--- config.mk ---
export PLATFORM = sky130hd
export DESIGN_NAME = map_018
export DESIGN_NICKNAME = d
export VERILOG_FILES = /design/src/rtl/map018_pkg.sv /design/src/rtl/map018_irq_ctr.sv /design/src/rtl/map_018.sv
export SDC_FILE = /design/constraint.sdc
export NUM_CORES = 1
export LEC_CHECK = 0
export ABC_AREA = 1
export ABC_CLOCK_PERIOD_IN_PS = 3800
export BUFFER_PORTS_ARGS = -buffer_cell sky130_fd_sc_hd__buf_2
export CAP_MARGIN = 25
export CORE_AREA = 2 2 114 116
export CTS_CLUSTER_DIAMETER = 120
export CTS_CLUSTER_SIZE = 40
export DETAILED_ROUTE_END_ITERATION = 8
export DIE_AREA = 0 0 116 118
export HOLD_SLACK_MARGIN = 0.15
export SYNTH_ARGS = -nofsm -noshare
export SYNTH_HDL_FRONTEND = slang
export SYNTH_SLANG_ARGS = --single-unit
--- constraint.sdc ---
create_clock -name clk -period 3.8 [get_ports clk]
set_input_delay 0.57 -clock clk [delete_from_list [all_inputs] [get_ports clk]]
set_output_delay 0.57 -clock clk [all_outputs]
set_load 0.03 [all_outputs]
--- src/rtl/map018_pkg.sv ---
// map018_pkg -- shared definitions for the Jaleco SS88006 (mapper 18) core.
//
// Contents:
//   reg_sel_e    : register-select codes formed as {cpu_addr[14:12], cpu_addr[1:0]}
//   mirror_e     : nametable mirroring modes held in the $F002 register
//   irq_size_e   : IRQ counter width selected by the $F001 size bits
//   MASK_*       : counter field masks for each counter width
//   set_nibble   : replace the low or high nibble of a bank register
//   size_code    : priority-decode the three $F001 size bits
//   size_mask    : counter field mask for a size code
package map018_pkg;

  localparam logic [15:0] MASK_4  = 16'h000F;
  localparam logic [15:0] MASK_8  = 16'h00FF;
  localparam logic [15:0] MASK_12 = 16'h0FFF;
  localparam logic [15:0] MASK_16 = 16'hFFFF;

  typedef enum logic [4:0] {
    REG_PRG0_L   = 5'b000_00,
    REG_PRG0_H   = 5'b000_01,
    REG_PRG1_L   = 5'b000_10,
    REG_PRG1_H   = 5'b000_11,
    REG_PRG2_L   = 5'b001_00,
    REG_PRG2_H   = 5'b001_01,
    REG_RAM_CTL  = 5'b001_10,
    REG_IRQ_LOAD = 5'b111_00,
    REG_IRQ_CTL  = 5'b111_01,
    REG_MIRROR   = 5'b111_10
  } reg_sel_e;

  typedef enum logic [1:0] {
    MIR_HORIZ    = 2'd0,
    MIR_VERT     = 2'd1,
    MIR_SCREEN_A = 2'd2,
    MIR_SCREEN_B = 2'd3
  } mirror_e;

  typedef enum logic [1:0] {
    SIZE_16 = 2'd0,
    SIZE_12 = 2'd1,
    SIZE_8  = 2'd2,
    SIZE_4  = 2'd3
  } irq_size_e;

  function automatic logic [7:0] set_nibble(input logic [7:0] cur,
                                            input logic       hi,
                                            input logic [3:0] nib);
    return hi ? {nib, cur[3:0]} : {cur[7:4], nib};
  endfunction

  // Size bits are $F001[3:1]; the highest set bit wins, none set means 16-bit.
  function automatic irq_size_e size_code(input logic [2:0] size);
    if (size[2])      return SIZE_4;
    else if (size[1]) return SIZE_8;
    else if (size[0]) return SIZE_12;
    else              return SIZE_16;
  endfunction

  function automatic logic [15:0] size_mask(input irq_size_e code);
    case (code)
      SIZE_4:  return MASK_4;
      SIZE_8:  return MASK_8;
      SIZE_12: return MASK_12;
      default: return MASK_16;
    endcase
  endfunction

endpackage

--- src/rtl/map018_irq_ctr.sv ---
// map018_irq_ctr -- size-maskable 16-bit IRQ down-counter for mapper 18.
// Only instantiated when MAP018_IRQ_EN is defined.
//
// Ports:
//   clk, rst_n  : clock, asynchronous active-low reset
//   tick        : one-clk pulse per CPU M2 falling edge
//   reload_wr   : $F000 write on this tick (counter <- reload, irq cleared)
//   ack_wr      : $F000 or $F001 write on this tick (irq cleared, no decrement)
//   enable      : counting enabled
//   size        : $F001[3:1] counter width select
//   reload      : 16-bit reload value
//   counter     : current count
//   irq         : IRQ request, active-high, held until acknowledged
module map018_irq_ctr
  import map018_pkg::*;
(
  input  logic        clk,
  input  logic        rst_n,
  input  logic        tick,
  input  logic        reload_wr,
  input  logic        ack_wr,
  input  logic        enable,
  input  logic [2:0]  size,
  input  logic [15:0] reload,
  output logic [15:0] counter,
  output logic        irq
);

  logic [15:0] mask;
  logic [15:0] dec_value;
  logic        field_zero;

  // Only the selected low field counts; bits above it are carried through.
  assign mask       = size_mask(size_code(size));
  assign dec_value  = (counter & ~mask) | ((counter - 16'd1) & mask);
  assign field_zero = (counter & mask) == 16'h0000;

  // A register write on the same tick takes priority over counting.
  always_ff @(posedge clk or negedge rst_n) begin
    if (!rst_n) begin
      counter <= 16'h0000;
      irq     <= 1'b0;
    end else if (tick) begin
      if (reload_wr) begin
        counter <= reload;
        irq     <= 1'b0;
      end else if (ack_wr) begin
        irq     <= 1'b0;
      end else if (enable) begin
        counter <= dec_value;
        if (field_zero) begin
          irq <= 1'b1;
        end
      end
    end
  end

endmodule

--- src/rtl/map_018.sv ---
// map_018 -- Mapper 18 (Jaleco SS88006) core for the EDN8 mapper set.
// Decodes CPU writes into nibble-wide PRG/CHR bank registers, a PRG-RAM
// control register and a mirroring register, and drives PRG/CHR/CIRAM
// addressing. The IRQ counter is built only when MAP018_IRQ_EN is defined;
// otherwise $E000-$F001 writes are ignored and irq is tied low.
//
// Parameters:
//   PRG_BW : PRG ROM address width (default 21)
//   CHR_BW : CHR address width (default 18)
// Ports:
//   clk, rst_n : clock, asynchronous active-low reset
//   m2         : CPU M2 phase, already registered in the clk domain
//   cpu_addr   : CPU address
//   cpu_dat    : CPU write data (low nibble used)
//   cpu_rw     : 1 = read, 0 = write
//   ppu_addr   : PPU address
//   prg_addr   : PRG ROM address
//   chr_addr   : CHR address
//   ram_ce     : PRG-RAM select
//   ram_we     : PRG-RAM write permitted
//   ciram_a10  : nametable A10
//   irq        : IRQ request, active-high
module map_018
  import map018_pkg::*;
#(
  parameter int PRG_BW = 21,
  parameter int CHR_BW = 18
) (
  input  logic              clk,
  input  logic              rst_n,
  input  logic              m2,
  input  logic [15:0]       cpu_addr,
  input  logic [7:0]        cpu_dat,
  input  logic              cpu_rw,
  input  logic [13:0]       ppu_addr,
  output logic [PRG_BW-1:0] prg_addr,
  output logic [CHR_BW-1:0] chr_addr,
  output logic              ram_ce,
  output logic              ram_we,
  output logic              ciram_a10,
  output logic              irq
);

  logic        m2_d1;
  logic        tick;
  logic        wr;
  logic [4:0]  sel;
  logic [2:0]  chr_grp;
  logic [2:0]  chr_sel;

  logic [7:0]  prg0;
  logic [7:0]  prg1;
  logic [7:0]  prg2;
  logic [7:0]  chr_bank [8];
  logic [1:0]  ram_ctl;
  mirror_e     mirror;

  logic [7:0]  prg_bank;
  logic [20:0] prg_full;
  logic [17:0] chr_full;
  logic        unused_bits;

`ifdef MAP018_IRQ_EN
  logic [15:0] irq_reload;
  logic        irq_enable;
  logic [2:0]  irq_size;
  logic [15:0] irq_count;
  logic        reload_wr;
  logic        ack_wr;
`endif

  assign tick = m2_d1 & ~m2;
  assign wr   = tick & ~cpu_rw & cpu_addr[15];
  assign sel  = {cpu_addr[14:12], cpu_addr[1:0]};

  // $A000-$D003 hold chr0..chr7 as nibble pairs; addr[1] picks the bank
  // within a page, addr[0] the nibble.
  assign chr_grp = cpu_addr[14:12] - 3'd2;
  assign chr_sel = {chr_grp[1:0], cpu_addr[1]};

  // Register file; m2_d1 resets low so a held-high m2 never fakes a fall.
  always_ff @(posedge clk or negedge rst_n) begin
    if (!rst_n) begin
      m2_d1   <= 1'b0;
      prg0    <= 8'h00;
      prg1    <= 8'h00;
      prg2    <= 8'h00;
      for (int i = 0; i < 8; i++) begin
        chr_bank[i] <= 8'h00;
      end
      ram_ctl <= 2'b00;
      mirror  <= MIR_HORIZ;
`ifdef MAP018_IRQ_EN
      irq_reload <= 16'h0000;
      irq_enable <= 1'b0;
      irq_size   <= 3'b000;
`endif
    end else begin
      m2_d1 <= m2;
      if (wr) begin
        if (cpu_addr[14:12] inside {[3'd2:3'd5]}) begin
          chr_bank[chr_sel] <= set_nibble(chr_bank[chr_sel], cpu_addr[0], cpu_dat[3:0]);
        end else if (cpu_addr[14:12] == 3'd6) begin
`ifdef MAP018_IRQ_EN
          case (cpu_addr[1:0])
            2'd0:    irq_reload[3:0]   <= cpu_dat[3:0];
            2'd1:    irq_reload[7:4]   <= cpu_dat[3:0];
            2'd2:    irq_reload[11:8]  <= cpu_dat[3:0];
            default: irq_reload[15:12] <= cpu_dat[3:0];
          endcase
`endif
        end else begin
          case (sel)
            REG_PRG0_L, REG_PRG0_H: prg0 <= set_nibble(prg0, sel[0], cpu_dat[3:0]);
            REG_PRG1_L, REG_PRG1_H: prg1 <= set_nibble(prg1, sel[0], cpu_dat[3:0]);
            REG_PRG2_L, REG_PRG2_H: prg2 <= set_nibble(prg2, sel[0], cpu_dat[3:0]);
            REG_RAM_CTL:            ram_ctl <= cpu_dat[1:0];
`ifdef MAP018_IRQ_EN
            REG_IRQ_CTL: begin
              irq_enable <= cpu_dat[0];
              irq_size   <= cpu_dat[3:1];
            end
`endif
            REG_MIRROR:             mirror <= mirror_e'(cpu_dat[1:0]);
            default: ;
          endcase
        end
      end
    end
  end

  // The last 8 KB window ($E000-$FFFF) is hard-wired to the final bank.
  always_comb begin
    prg_bank = 8'hFF;
    case (cpu_addr[14:13])
      2'd0:    prg_bank = prg0;
      2'd1:    prg_bank = prg1;
      2'd2:    prg_bank = prg2;
      default: prg_bank = 8'hFF;
    endcase
  end

  assign prg_full = {prg_bank, cpu_addr[12:0]};
  assign prg_addr = PRG_BW'(prg_full);

  assign chr_full = {chr_bank[ppu_addr[12:10]], ppu_addr[9:0]};
  assign chr_addr = CHR_BW'(chr_full);

  always_comb begin
    ciram_a10 = 1'b0;
    case (mirror)
      MIR_HORIZ:    ciram_a10 = ppu_addr[11];
      MIR_VERT:     ciram_a10 = ppu_addr[10];
      MIR_SCREEN_A: ciram_a10 = 1'b0;
      default:      ciram_a10 = 1'b1;
    endcase
  end

  assign ram_ce = ram_ctl[0] & (cpu_addr[15:13] == 3'b011);
  assign ram_we = ram_ce & ram_ctl[1] & ~cpu_rw;

`ifdef MAP018_IRQ_EN
  assign reload_wr = wr & (sel == REG_IRQ_LOAD);
  assign ack_wr    = wr & ((sel == REG_IRQ_LOAD) | (sel == REG_IRQ_CTL));

  map018_irq_ctr u_irq (
    .clk       (clk),
    .rst_n     (rst_n),
    .tick      (tick),
    .reload_wr (reload_wr),
    .ack_wr    (ack_wr),
    .enable    (irq_enable),
    .size      (irq_size),
    .reload    (irq_reload),
    .counter   (irq_count),
    .irq       (irq)
  );

  assign unused_bits = ^{cpu_dat[7:4], ppu_addr[13], chr_grp[2], irq_count};
`else
  assign irq         = 1'b0;
  assign unused_bits = ^{cpu_dat[7:4], ppu_addr[13], chr_grp[2]};
`endif

endmodule

## Word-level counts from Yosys, hierarchy flattened

Cells that the tools add are included.

- Equality and inequality tests: 13
- Magnitude comparators: 5
- Add/sub/neg operators: 1
- Reductions and logical operators: 17
- Bitwise logic cells: 13
- Mux-type cells: 12

Operators by type and width:

| operator | number |
|---|---|
| bitwise mux 64 bit | 1 |
| binary-select mux 8 bit (select 3 bit) | 2 |
| 2-to-1 mux 8 bit | 6 |
| AND reduction 5 bit | 6 |
| demux 8 bit (select 3 bit) | 1 |
| one-hot mux 8 bit (3 select lines) | 1 |
| == test 5 x 3 -> 1 bit (second input constant) | 3 |
| == test 5 x 2 -> 1 bit (second input constant) | 2 |
| >= comparator 4 bit (second input constant) | 2 |
| NOT 3 -> 4 bit | 2 |
| AND reduction 4 bit | 2 |
| bitwise AND 1 bit | 6 |
| OR reduction 2 bit | 3 |
| == test 5 x 1 -> 1 bit (second input constant) | 1 |
| == test 5 bit (second input constant) | 1 |
| logical NOT 5 bit | 1 |
| NOT 1 bit | 5 |
| == test 2 x 1 -> 1 bit (second input constant) | 2 |
| == test 2 bit (second input constant) | 2 |
| logical NOT 2 bit | 2 |
| < comparator 4 x 1 -> 1 bit (second input constant) | 1 |
| == test 3 x 2 -> 1 bit (second input constant) | 1 |
| == test 3 bit (second input constant) | 1 |
| >= comparator 3 x 2 -> 1 bit (second input constant) | 1 |
| 5 further kinds | 6 |

- Bits in registers: 93

## Depth between registers and ports, before layout

Gate-level depths: netlist of the first run.

- Word-level depth: 7
- Mapped depth: 9

## Worst setup path after synthesis of the first run

Ideal clock, no wire load.

- Path type: input to output
- Start: input port ppu_addr[10]
- End: output port chr_addr[11]
- Path buffers: 3
- Arrival: 1.706 ns
- Setup slack: 1.524 ns
- Data required time: 3.230 ns
- Stages on the path: 7
- Cell sequence: buf_2 -> inv_1 -> buf_2 -> clkbuf_1 -> nor2_1 -> o21ai_0 -> o21a_1

- Cells in the longest elaborated chain, start to end: 4

Ends and longest elaborated chain:

| what | line | RTL |
|---|---|---|
| start: declaration | map_018.sv:35 | `input logic [13:0] ppu_addr,` |
| NOT 3 -> 4 bit (implied by the code) | map_018.sv:146 | `assign chr_full = {chr_bank[ppu_addr[12:10]], ppu_addr[9:0]};` |
| binary-select mux 8 bit (select 3 bit) | map_018.sv:146 |  |
| 2-to-1 mux 8 bit (implied by the code) (2 in a row) | map_018.sv:146 |  |
| end: declaration | map_018.sv:37 | `output logic [CHR_BW-1:0] chr_addr,` |

Every way passes these cells. The select of a mux whose other input is x is not followed.

## Worst setup path after layout of the first run

- Start: input port ppu_addr[11]
- End: output port chr_addr[12]

Same word-level chain as after synthesis.

==> impl_metrics.py, run 1 <==
metrics = {
    "critical_path": {
        "worstPathRequired_ns": 3.23,
        "crit_type": "input port to output pin",
        "cpMaxStageDelayCell": "inv_1",
        "arrival_ns": 2.31,
        "path_cells": "buf_2 -> inv_1 -> a21oi_1 -> o21ai_0 -> nand2_1 -> o21a_1 -> buf_2",
        "reg2reg_depth": 7,
        "start_kind": "input port",
        "path_max_fanout": 20,
        "cp_slowest_stage_delay_ns": 0.45,
        "cp_common_cell": "buf_2",
        "critPathBufInv": 3,
        "critPathTopFamily": "buffers and inverters",
        "cp-end-kind": "output pin",
        "cp.depth": 7,
    },
    "final_layout": {
        "fill_cells": 1282,
        "nets": 840,
        "area.growth.synth_to_final_pct": 8.93,
        "seq_area_um2": 2330,
        "drive_gt1_share_pct": 12.8,
        "multiInputGateArea_um2": 2590,
        "diodes": 0,
    },
    "die": {
        "ioPinCount": 85,
        "dieArea_um2": 13700,
        "core_um2": 12400,
        "rows": 41,
        "die_w_um": 116,
        "die_y_um": 118,
        "initial_core_util_pct": 44.6,
    },
    "clock_tree": {
        "cts_root_buf": "clkbuf_16",
        "clk_pin_slew_worst_paths_ns": 0.06,
        "cts_tree": "done",
        "ctsHoldBuffers": 1,
        "cts_setup_buffers": 0,
        "clock_latency_ns": 0.35,
        "cts_buffer_depth": 2,
        "numCtsBuffers": 9,
        "clock-sinks": 93,
        "h-tree-depth": 3,
        "postCtsResizedCells": 0,
    },
    "route": {
        "wl_um": 17000,
        "avgRoutedWirePerCell_um": 17.5,
        "drt_iter0_drc": 464,
        "firstDrtPassIters": 5,
        "viasPerCell": 5.39,
        "vias": 5253,
        "drc_errors": 0,
        "postRouteAntennaNets": 0,
    },
    "power": {
        "p_leak_nw": 3.13,
        "ir_drop_mv": 0.261,
        "powerDensity_nw_per_um2": 412,
    },
    "placement": {
        "post-place-ws_ns": 0.948,
        "gp_congestion": 0.858,
        "port_buffers": 38,
        "dpl.hpwl_um": 10900,
    },
    "logic_synthesis": {
        "ys_seq_area_share_pct": 42.1,
        "ys_types": 28,
        "syn_area_per_cell_um2": 7.01,
        "synth_area_leader_cell": "dfrtp_1",
        "async_flop_share_pct": 100,
        "ys_top_cells_by_count": "272 x nand2_1, 101 x nand3_1, 93 x dfrtp_1, 71 x inv_1, 45 x o21ai_0",
        "ys_seq_elements": 93,
        "synthFlopType": "dfrtp_1",
        "synth_edf_count": 0,
        "synth_area_leaders": "dfrtp_1 42%, nand2_1 18%, nand3_1 9.1%",
        "syn_area_um2": 5530,
        "yosysTopAreaCellShare_pct": 42.1,
        "synth_cells": 789,
        "synth_most_common_cell": "nand2_1",
        "yosysWarningCount": 0,
        "syn_nets": 831,
    },
    "outcome": {
        "outcome": "complete, no violations",
    },
    "grt": {
        "gr-total-overflow": 0,
        "antenna_found_initial": 0,
        "grt_pass1_vias": 5060,
        "grt_max_degree": 54,
        "grt_first_pass_wirelength_um": 26900,
        "grt_usage_pct": 25.9,
    },
    "min_path": {
        "min_path_cells": 1,
        "hold_path_class": "input port to register",
    },
    "timing": {
        "relSlewSlack_pct": 39.6,
        "drv_slew": 0,
        "min_period_over_period_pct": 75.7,
        "worst_slack_ns": 0.923,
        "fin_skew_ns": 0.00561,
        "setup_violations": 0,
        "min_period_ns": 2.88,
        "max_freq_mhz": 348,
        "finalSetupTns_ns": 0,
        "final_hold_viol_count": 0,
        "tightest_slew_ns": 0.906,
        "rsz0062_at_grt": "false",
    },
    "flow_run": {
        "maxCapViolCount": 0,
    },
}
-- layout by cell type (no fill, tap or decap), types with 2 or more instances in the layout --
cell type	n
clkbuf_16	9
o21ai_0	45
o21ai_1	25
a21oi_1	29
inv_2	19
nand3_4	2
o211ai_1	8
nand3_1	101
clkinv_2	4
bufinv_16	2
nor2_1	41
nand4_1	2
nand3_2	2
nand2_1	272
o21a_1	8
nor3_1	2
dfrtp_1	93
nand2_2	3
buf_2	37
buf_4	5
nor2_4	13
or2_2	2
inv_1	71
clkinvlp_4	2
-- per-layer routing --
| metal | vias up | GRT usage, % | share of wire, % |
|---|---|---|---|
| met5 | - | 0 | 0 |
| met4 | 0 | 12.4 | 3.2 |
| met3 | 54 | 4.38 | 7.8 |
| met2 | 226 | 39.0 | 44 |
| met1 | 2465 | 36.0 | 45 |
| li1 | 2508 | - | - |
-- report_power, final --
part | internal [mW] | switching (mW)
Sequential | 1.06 | 0.0458
Combinational | 0.116 | 0.283
Clock | 0.573 | 0.405
-- state kept, by name, summed over array words and instances (netlist names) --
name,cells
mirror,2
prg2,8
prg0,8
prg1,8
m2_d1,1
ram_ctl,2
chr_bank,64
-- through the flow --
stage | std cells | power [mW] | hold slack (ns) | area [um2] | util [%]
after CTS | 975 | 2.49 | 0.334 | 6030 | 48.5
after global placement | 958 | 1.51 | 0.357 | 5700 | 45.9
final | 975 | 2.48 | 0.339 | 6030 | 48.5
after floorplan | 789 | 1.43 | 0.274 | 5530 | -
after global routing | 975 | 2.59 | 0.337 | 6030 | 48.5
after detailed placement | 958 | 1.52 | 0.358 | 5700 | 45.9
-- area by class of cell --
| type | count | area share, % |
|---|---|---|
| sequential | 93 | 38.6 |
| inverter | 91 | 5.69 |
| multi-input combinational | 560 | 43.0 |
| timing repair buffer | 43 | 3.86 |
| clock buffer | 9 | 3.74 |
| tap | 172 | 3.57 |
| clock inverter | 7 | 1.49 |
-- logic make-up after synthesis --
kind of cell / synth area share (%)
flip-flops: 42.1
AO/OA/AOI/OAI: 11.4
buffers and inverters: 11.1
AND/OR/NAND/NOR: 35.4
other: 0.0678
-- worst paths after layout --
kind / startpoint / to / slack, ns
setup / recovery: ppu_addr[11] / chr_addr[12] / 0.92
hold / removal: m2 / m2_d1 / 0.34
setup reg to reg: m2_d1 / chr_bank[20] / 2.15
hold reg to reg: prg1[4] / prg1[4] / 0.47
max in group asynchronous: rst_n / chr_bank[49] / 2.43
min in group asynchronous: rst_n / prg0[4] / 0.53
No activity file was read; power rests on OpenSTA's default activity.
==> run 2, diff against run 1 <==
ABC_AREA = 0   (was 1)
ABC_CLOCK_PERIOD_IN_PS = 2890   (was 3800)
CORE_AREA = 2 2 110 112   (was 2 2 114 116)
DIE_AREA = 0 0 112 114   (was 0 0 116 118)
PLACE_DENSITY = 0.65   (was not set)
clock period = 2.89 ns   (was 3.8 ns; I/O delays follow)
==> impl_metrics.py, run 2 <==
metrics = {
    "final_layout": {
        "utilization_pct": 47.5,
        "diodes": 0,
        "drive_gt1_share_pct": 44.1,
        "largest_reg_flops": 64,
        "final_common_cell": "dfrtp_1",
        "fin_cells": 553,
        "nets": 443,
        "layout_common_cells": "93 x dfrtp_1, 92 x mux2_2, 37 x buf_2, 26 x nand2_1, 26 x mux2i_1",
        "area.growth.synth_to_final_pct": 8.33,
        "final_area_um2": 5560,
        "top_register": "chr_bank",
    },
    "placement": {
        "dpl.hpwl_um": 7870,
        "dp_cells": 536,
        "dpl-instance-area_um2": 5240,
        "port_buffers": 38,
        "gp_congestion": 0.755,
        "post-place-ws_ns": 0.523,
    },
    "outcome": {
        "outcome": "complete, no violations",
    },
    "logic_synthesis": {
        "syn_area_um2": 5130,
        "synth_area_leader_cell": "dfrtp_1",
        "synth_area_leaders": "dfrtp_1 45%, mux2_2 20%, mux4_2 7.9%",
        "synth_cells": 397,
        "syn_area_per_cell_um2": 12.9,
        "synth_edf_count": 0,
        "syn_nets": 439,
        "ys_seq_elements": 93,
        "yosysTopAreaCellShare_pct": 45.3,
        "ys_seq_area_share_pct": 45.3,
        "yosysWarningCount": 0,
        "synth_most_common_cell": "dfrtp_1",
        "ys_types": 41,
        "ys_top_cells_by_count": "93 x dfrtp_1, 92 x mux2_2, 27 x buf_4, 26 x mux2i_1, 26 x nand2_1",
        "synthFlopType": "dfrtp_1",
        "async_flop_share_pct": 100,
    },
    "critical_path": {
        "cp_slowest_stage_delay_ns": 0.51,
        "path_cells": "buf_2 -> buf_12 -> mux4_2 -> mux2_2 -> buf_2",
        "cp_common_cell": "buf_2",
        "start_kind": "input port",
        "path_max_fanout": 10,
        "cpMaxStageDelayCell": "mux4_2",
        "worstPathRequired_ns": 2.46,
        "worstReg2RegStart": "m2_d1",
        "cp-end-kind": "output pin",
        "cp-startpoint": "ppu_addr[10]",
        "arrival_ns": 1.92,
        "crit_type": "input port to output pin",
    },
    "die": {
        "initial_core_util_pct": 43.8,
        "die_w_um": 112,
        "core_um2": 11700,
        "ioPinCount": 85,
        "rows": 40,
        "dieArea_um2": 12800,
        "die_y_um": 114,
    },
    "flow_run": {
        "maxCapViolCount": 0,
    },
    "timing": {
        "min_period_over_period_pct": 81.4,
        "drv_slew": 0,
        "finalSetupTns_ns": 0,
        "relSlewSlack_pct": 51.5,
        "tightest_slew_ns": 0.726,
        "final_hold_viol_count": 0,
        "min_period_ns": 2.35,
        "rsz0062_at_grt": "false",
        "worst_slack_ns": 0.537,
        "fin_skew_ns": 0.00458,
        "hold_slack_ns": 0.216,
        "setup_violations": 0,
        "max_freq_mhz": 425,
    },
    "clock_tree": {
        "ctsHoldBuffers": 1,
        "clk_pin_slew_worst_paths_ns": 0.06,
        "postCtsResizedCells": 0,
        "cts_root_buf": "clkbuf_16",
        "cts_buffer_depth": 2,
        "cts_setup_buffers": 0,
        "clock_latency_ns": 0.34,
        "clock-sinks": 93,
        "h-tree-depth": 3,
        "cts_tree": "done",
        "numCtsBuffers": 9,
    },
    "power": {
        "powerDensity_nw_per_um2": 549,
        "ir_drop_mv": 0.377,
        "design_power_total_mw": 3.06,
        "p_leak_nw": 2.66,
    },
    "route": {
        "vias": 3228,
        "wl_um": 11500,
        "viasPerCell": 5.84,
        "firstDrtPassIters": 4,
        "drc_errors": 0,
        "drt_iter0_drc": 210,
        "avgRoutedWirePerCell_um": 20.8,
        "postRouteAntennaNets": 0,
    },
    "grt": {
        "antenna_found_initial": 0,
        "grt_first_pass_wirelength_um": 19000,
        "grt_pass1_vias": 3471,
        "gr-total-overflow": 0,
        "grt_max_degree": 54,
        "grt_usage_pct": 19.4,
    },
    "min_path": {
        "hold_path_class": "input port to register",
        "holdCritStartpoint": "m2",
    },
}
==> run 2: power by group <==
group          switching, mW  total [mW]  leakage (nW)  internal, mW
sequential            0.0523        1.43          1.28          1.38
clock                  0.475        1.21         0.158         0.736
combinational          0.231       0.412          1.22         0.182
total                  0.758        3.06          2.66          2.30
==> run 2: path summary, 6_finish.rpt <==
kind,end,slack [ns],cells after the start
max,chr_addr[12],0.54,5
min,m2_d1,0.22,1
max reg2reg,chr_bank[39],0.96,3
min reg2reg,chr_bank[51],0.50,2
max in group asynchronous,chr_bank[46],1.61,3
min in group asynchronous,chr_bank[22],0.61,2
==> run 2: kinds of logic (layout without fill, tap and decap cells) <==
logic type	count (synthesis)	after routing	synth area share, %
muxes	137	137	33.7
buffers and inverters	52	61	6.80
DFF	93	93	45.3
AOI/OAI and AO/OA	53	53	7.72
and+or+nand+nor	61	61	6.43
other	1	1	0.0730
==> run 2: worst max-delay path, delay by kind of cell <==
kind                   cells  cell delay [ns]
buffers and inverters      3             0.66
muxes                      2             0.80
==> run 2: layer usage <==
| metal | vias up | part of all wire, % | wire length, um | track usage (%) |
|---|---|---|---|---|
| met4 | 0 | 2.3 | 269 | 6.99 |
| met3 | 39 | 4.8 | 556 | 4.36 |
| met2 | 83 | 46 | 5260 | 30.1 |
| li1 | 1465 | - | - | - |
| met5 | - | 0 | 0 | 0 |
| met1 | 1641 | 47 | 5400 | 27.2 |
==> run 2: layout make-up <==
cell class | instances | area, um2
clock buffers | 12 | 267
clock inverters | 4 | 45.0
fillers | 1089 | 6150
inverters | 1 | 3.75
multi-input cells | 252 | 2460
flip-flops and latches | 93 | 2330
well taps | 147 | 184
repair buffers | 44 | 278
